### src/rtl/periph_pkg.sv
// Shared definitions for the MMIO peripheral block: register offsets, access size
// encoding and the debouncer state encoding.
package periph_pkg;

  // Byte offsets inside the 32-byte window (address[1:0] always zero here)
  localparam logic [4:0] OFF_LED      = 5'h00;
  localparam logic [4:0] OFF_PHOTO    = 5'h04;
  localparam logic [4:0] OFF_EDGE     = 5'h08;
  localparam logic [4:0] OFF_TIMER_LO = 5'h0C;
  localparam logic [4:0] OFF_TIMER_HI = 5'h10;

  localparam logic [2:0] MEM_OP_WORD = 3'b010;

  typedef enum logic {
    DB_STABLE   = 1'b0,
    DB_COUNTING = 1'b1
  } db_state_e;

endpackage

### src/rtl/photores_debouncer.sv
// One photoresistor channel: two-flop synchroniser followed by a debounce FSM that
// accepts a new level after DEBOUNCE_CYCLES stable cycles and pulses rise on 0->1.
module photores_debouncer
  import periph_pkg::*;
#(
  parameter int unsigned DEBOUNCE_CYCLES = 27000
) (
  input  logic clock,
  input  logic reset_n,
  input  logic raw,
  output logic level,
  output logic rise
);

  localparam logic [15:0] CNT_LAST = 16'(DEBOUNCE_CYCLES - 1);

  logic      sync1_q, sync2_q;
  logic      level_q, level_d;
  logic [15:0] cnt_q, cnt_d;
  db_state_e state_q, state_d;

  always_ff @(posedge clock or negedge reset_n) begin
    if (!reset_n) begin
      sync1_q <= 1'b0;
      sync2_q <= 1'b0;
      level_q <= 1'b0;
      cnt_q   <= 16'd0;
      state_q <= DB_STABLE;
    end else begin
      sync1_q <= raw;
      sync2_q <= sync1_q;
      level_q <= level_d;
      cnt_q   <= cnt_d;
      state_q <= state_d;
    end
  end

  always_comb begin
    state_d = state_q;
    cnt_d   = cnt_q;
    level_d = level_q;
    unique case (state_q)
      DB_STABLE: begin
        if (sync2_q != level_q) begin
          // A one-cycle debounce accepts the change without entering COUNTING
          if (CNT_LAST == 16'd0) begin
            level_d = sync2_q;
          end else begin
            state_d = DB_COUNTING;
            cnt_d   = 16'd1;
          end
        end
      end
      DB_COUNTING: begin
        if (sync2_q == level_q) begin
          state_d = DB_STABLE;
          cnt_d   = 16'd0;
        end else if (cnt_q == CNT_LAST) begin
          level_d = sync2_q;
          state_d = DB_STABLE;
          cnt_d   = 16'd0;
        end else begin
          cnt_d = cnt_q + 16'd1;
        end
      end
    endcase
  end

  assign level = level_q;
  assign rise  = level_d & ~level_q;

endmodule

### src/rtl/mmio_peripherals.sv
// MMIO window beside data RAM: LEDs, debounced photoresistors with edge latch, and
// an optional 64-bit cycle timer enabled by the PERIPH_TIMER_EN macro.
module mmio_peripherals
  import periph_pkg::*;
#(
  parameter logic [31:0] BASE_ADDR       = 32'hFFFF_0000,
  parameter int unsigned DEBOUNCE_CYCLES = 27000,
  parameter bit          LED_ACTIVE_LOW  = 1'b1
) (
  input  logic        clock,
  input  logic        reset_n,
  input  logic [31:0] address,
  input  logic [31:0] input_data,
  input  logic        mem_write,
  input  logic        mem_read,
  input  logic [2:0]  mem_op_length,
  input  logic [1:0]  photores,
  output logic [4:0]  led,
  output logic        hit,
  output logic [31:0] output_data,
  output logic        read_valid
);

  logic [4:0]  offset;
  logic        wr_en, rd_en;
  logic [1:0]  level, rise;
  logic [4:0]  led_q, led_d;
  logic [1:0]  edge_reg_q, edge_reg_d;
  logic [31:0] rd_word;
  logic [31:0] rdata_q, rdata_d;
  logic        rvalid_q, rvalid_d;
  logic        unused_data_bits;

  assign hit    = (address[31:5] == BASE_ADDR[31:5]);
  assign offset = {address[4:2], 2'b00};
  assign wr_en  = hit & mem_write & (mem_op_length == MEM_OP_WORD);
  assign rd_en  = hit & mem_read;
  assign unused_data_bits = ^{address[1:0], input_data[31:5]};

  photores_debouncer #(.DEBOUNCE_CYCLES(DEBOUNCE_CYCLES)) u_db0 (
    .clock(clock), .reset_n(reset_n), .raw(photores[0]), .level(level[0]), .rise(rise[0])
  );
  photores_debouncer #(.DEBOUNCE_CYCLES(DEBOUNCE_CYCLES)) u_db1 (
    .clock(clock), .reset_n(reset_n), .raw(photores[1]), .level(level[1]), .rise(rise[1])
  );

`ifdef PERIPH_TIMER_EN
  logic [63:0] timer_q, timer_d;
  logic [31:0] shadow_q, shadow_d;

  always_comb begin
    timer_d  = timer_q + 64'd1;
    shadow_d = shadow_q;
    if (rd_en && (offset == OFF_TIMER_LO)) shadow_d = timer_q[63:32];
  end

  always_ff @(posedge clock or negedge reset_n) begin
    if (!reset_n) begin
      timer_q  <= 64'd0;
      shadow_q <= 32'd0;
    end else begin
      timer_q  <= timer_d;
      shadow_q <= shadow_d;
    end
  end
`endif

  always_comb begin
    rd_word = 32'd0;
    case (offset)
      OFF_LED:      rd_word = {27'd0, led_q};
      OFF_PHOTO:    rd_word = {30'd0, level};
      OFF_EDGE:     rd_word = {30'd0, edge_reg_q};
`ifdef PERIPH_TIMER_EN
      OFF_TIMER_LO: rd_word = timer_q[31:0];
      OFF_TIMER_HI: rd_word = shadow_q;
`endif
      default:      rd_word = 32'd0;
    endcase
  end

  // Reads sample pre-write state; a same-cycle set beats a W1C clear
  always_comb begin
    led_d      = led_q;
    edge_reg_d = edge_reg_q;
    if (wr_en && (offset == OFF_LED)) led_d = input_data[4:0];
    if (wr_en && (offset == OFF_EDGE)) edge_reg_d = edge_reg_q & ~input_data[1:0];
    edge_reg_d = edge_reg_d | rise;
    rdata_d    = rd_en ? rd_word : 32'd0;
    rvalid_d   = rd_en;
  end

  always_ff @(posedge clock or negedge reset_n) begin
    if (!reset_n) begin
      led_q      <= 5'd0;
      edge_reg_q <= 2'd0;
      rdata_q    <= 32'd0;
      rvalid_q   <= 1'b0;
    end else begin
      led_q      <= led_d;
      edge_reg_q <= edge_reg_d;
      rdata_q    <= rdata_d;
      rvalid_q   <= rvalid_d;
    end
  end

  assign led         = LED_ACTIVE_LOW ? ~led_q : led_q;
  assign output_data = rdata_q;
  assign read_valid  = rvalid_q;

endmodule
### config.mk
export PLATFORM = sky130hd
export DESIGN_NAME = mmio_peripherals
export DESIGN_NICKNAME = d
export VERILOG_FILES = /design/src/rtl/periph_pkg.sv /design/src/rtl/photores_debouncer.sv /design/src/rtl/mmio_peripherals.sv
export SDC_FILE = /design/constraint.sdc
export NUM_CORES = 1
export LEC_CHECK = 0
export ABC_AREA = 1
export BUFFER_PORTS_ARGS = -buffer_cell sky130_fd_sc_hd__buf_2
export CAP_MARGIN = 20
export CORE_ASPECT_RATIO = 0.7
export CORE_UTILIZATION = 55
export DETAILED_ROUTE_END_ITERATION = 8
export PLACE_DENSITY = 0.85
export SETUP_SLACK_MARGIN = 0.3
export SLEW_MARGIN = 10
export SYNTH_ARGS = -nofsm -noshare
export SYNTH_HDL_FRONTEND = slang
export SYNTH_HIERARCHICAL = 1
export SYNTH_SLANG_ARGS = --single-unit
### constraint.sdc
create_clock -name clock -period 3.45 [get_ports clock]
set_input_delay 0.345 -clock clock [delete_from_list [all_inputs] [get_ports clock]]
set_output_delay 0.345 -clock clock [all_outputs]
set_load 0.05 [all_outputs]
==> run_results.csv <==
group,metric,value,unit
synth,synth_area,0.003467,mm²
synth,synth_flop_cell,"dfrtp_1",
timing,max_freq,524.2,MHz
run,drv_cap,0,
die,die_w,96.90,µm
global_routing,antenna_found_initial,0,
clocking,cts_setup_buffers,0,
die,dieHeight,68.43,µm
placement,dpl_cell_area,0.003712,mm²
synth,synth_most_common_cell,"nand2_1",
die,start_util,0.5877,
timing,fin_crit_sh,0.5529,
die,row_count,23,
timing,worst_pin_slew,828.0,ps
pwr,power,1.243,mW
synth,netlist_instances,452,
clocking,path_clk_slew,100,ps
worst_setup_path,cp-end-kind,"flip-flop",
die,coreArea,0.005899,mm²
clocking,htree_levels,2,
synth,yosys-top-cells-count,"129 x nand2_1, 57 x inv_1, 53 x dfrtp_1",
synth,synth-edff-count,0,
timing,setup_violations,0,
detailed_routing,wl_met2,3158,µm
global_routing,grt_pass1_vias,2766,
worst_setup_path,startpoint_type,"flip-flop",
detailed_routing,drt_iter0_markers,180,
clocking,cts_root_buf,"clkbuf_8",
worst_setup_path,crit_arrival,2120,ps
timing,clock_skew,8.773,ps
timing,final-hold-violation-count,0,
placement,hpwl,5329,µm
timing,rsz0062_at_grt,"no",
detailed_routing,ant_nets,0,
clocking,cts_hold_buf,0,
final_layout,final_area,0.003825,mm²
final_layout,antenna_cells,0,
synth,synth_top_area_share,0.3825,
global_routing,grt_max_degree,37,
pwr,p_leak,2.055,nW
pwr,powerDensity,324.9,mW/mm²
clocking,clock_path_buffers,2,
pwr,ir_worst_vdd,0.0001705,V
detailed_routing,vias,2897,
synth,avgSynthCellArea,7.671,µm²
clocking,cts_tree,"done",
timing,maxSlewViolCount,0,
timing,setup_tns,0,ps
final_layout,drive_gt1_frac,0.2290,
clocking,clk_latency,300,ps
worst_setup_path,rr_startpoint,"u_db1/level$_DFF_PN0_",
die,die_area,0.006630,mm²
synth,synth_top_area_cell,"dfrtp_1",
final_layout,nNetsFinal,585,
synth,synthTopCellsByArea,"dfrtp_1 38%, nand2_1 14%, inv_1 6.2%",
worst_setup_path,crit_required,3670,ps
detailed_routing,met1_length,3207,µm
worst_setup_path,cp_max_fo,11,
placement,io_buffers,55,
detailed_routing,first_pass_iters,4,
min_path,hold_path.class,"primary input to asynchronous set/reset pin",
detailed_routing,route.met3.wl,321,µm
worst_setup_path,r2r_cells,6,
synth,seq_area_frac_synth,0.3825,
detailed_routing,wl_per_cell,11.50,µm
detailed_routing,drc_errors,0,
status,status,"complete, no violations",
clocking,cts_resized,0,
clocking,numCtsBuffers,5,
worst_setup_path,worstSetupPathType,"flip-flop to flip-flop",
placement,place_ws,1623,ps
placement,place.gp.congestion,0.8708,
detailed_routing,wl,6737,µm
worst_setup_path,r2r_end,"u_db1/cnt_q[3]$_DFFE_PN0P_",
synth,ys_ff_latch,53,
synth,ys_warn_count,6,
final_layout,areaGrowthSynthToFinish,10.32,%
synth,synth.distinct_cells,33,
worst_setup_path,r2r_setup_slack,1540,ps
global_routing,grt_pass1_wl,11700,µm
global_routing,grt.overflow.total,0,
die,num_io_pins,112,
timing,slew_headroom,0.4459,
global_routing,grt_usage,0.2194,
detailed_routing,maxUsedRoutingLayer,"met4",
detailed_routing,via_per_inst,4.944,
timing,worst_slack,1542,ps
synth,async_reset_ff_frac,1.000,
timing,min_period,1908,ps
clocking,cts_sinks,53,
-- logic make-up (layout without fill, tap and decap cells) --
group,Yosys count,count (layout),synth area share
AND/OR/NAND/NOR,248,248,0.3566
buffers and inverters,90,123,0.1299
flip-flops,53,53,0.3825
AO/OA/AOI/OAI,42,42,0.07795
XOR/XNOR,16,16,0.04475
adder cells (fa/ha/maj),2,2,0.007216
other,1,27,0.001082
-- final cells by class --
class                      count  area (µm²)
clock buffer                   5       68.82
clock inverter                 3       43.79
fill                         479        2074
inverter                      59       221.5
multi-input combinational    335        1788
sequential                    53        1326
tap                           75       93.84
timing repair buffer          56       282.8
-- flip-flops by register name (all words and copies together), names as in the netlist --
name,count
u_db1/sync1_q,1
read_valid,1
u_db1/level,1
u_db1/state_q,1
u_db1/cnt_q,16
u_db0/sync1_q,1
led_q,5
u_db0/level,1
u_db0/state_q,1
u_db0/cnt_q,16
edge_reg_q,2
u_db1/sync2_q,1
u_db0/sync2_q,1
output_data,5
-- worst max-delay path, cell delays in order, from the launching register on --
cell and delay, ps:
dfrtp_1 430, inv_1 60, nand2_1 80, nand2_1 110, nor2_1 600, inv_1 290, o22ai_1 250
-- metrics by stage --
step | hold slack [ps] | instances | util
2_1_floorplan | 49.41 | 478 | -
3_5_place_dp | 334.7 | 578 | 0.6293
3_3_place_gp | 333.4 | 578 | 0.6293
5_1_grt | 121.0 | 586 | 0.6484
6_report | 96.46 | 586 | 0.6484
4_1_cts | 113.3 | 586 | 0.6484
-- cell usage in the layout (no fill, tap or decap), drive strengths merged --
master | Yosys | final
o21ai | 18 | 18
inv | 59 | 60
clkinv | 0 | 1
nor3 | 4 | 4
nor2 | 63 | 63
bufinv | 0 | 1
o211ai | 2 | 2
a21oi | 12 | 12
conb | 1 | 27
ha | 2 | 2
clkbuf | 0 | 5
o21bai | 2 | 2
xnor2 | 4 | 4
nand4 | 8 | 8
and3 | 1 | 1
nand3 | 24 | 24
a31oi | 1 | 1
xor2 | 12 | 12
o22ai | 7 | 7
dfrtp | 53 | 53
buf | 31 | 56
nand2 | 147 | 147
nor2b | 1 | 1
-- how the worst max path moves through the flow --
stage                                           from                          end  slack, ps  cells after the start
after global routing           u_db1/level$_DFF_PN0_   u_db1/cnt_q[7]$_DFFE_PN0P_       1360                      6
after global placement         u_db1/level$_DFF_PN0_   u_db1/cnt_q[5]$_DFFE_PN0P_       1650                      6
after floorplan           u_db0/cnt_q[0]$_DFFE_PN0P_  u_db0/cnt_q[13]$_DFFE_PN0P_       2090                      8
after detailed placement       u_db1/level$_DFF_PN0_   u_db1/cnt_q[3]$_DFFE_PN0P_       1620                      6
final                          u_db1/level$_DFF_PN0_   u_db1/cnt_q[3]$_DFFE_PN0P_       1540                      6
after CTS                      u_db1/level$_DFF_PN0_   u_db1/cnt_q[3]$_DFFE_PN0P_       1580                      6
-- where the power goes --
group	leakage [nW]	internal [mW]	switching (mW)
Sequential	0.709	0.632	0.0146
Combinational	1.29	0.0432	0.131
Clock	0.0585	0.218	0.204
-- metal layers --
metal,up-vias,GRT usage
li1,1471,-
met1,1350,0.2833
met2,69,0.3785
met3,7,0.04494
met4,0,0.06903
met5,-,0
Note: power is estimated with default switching activity, not from simulation.
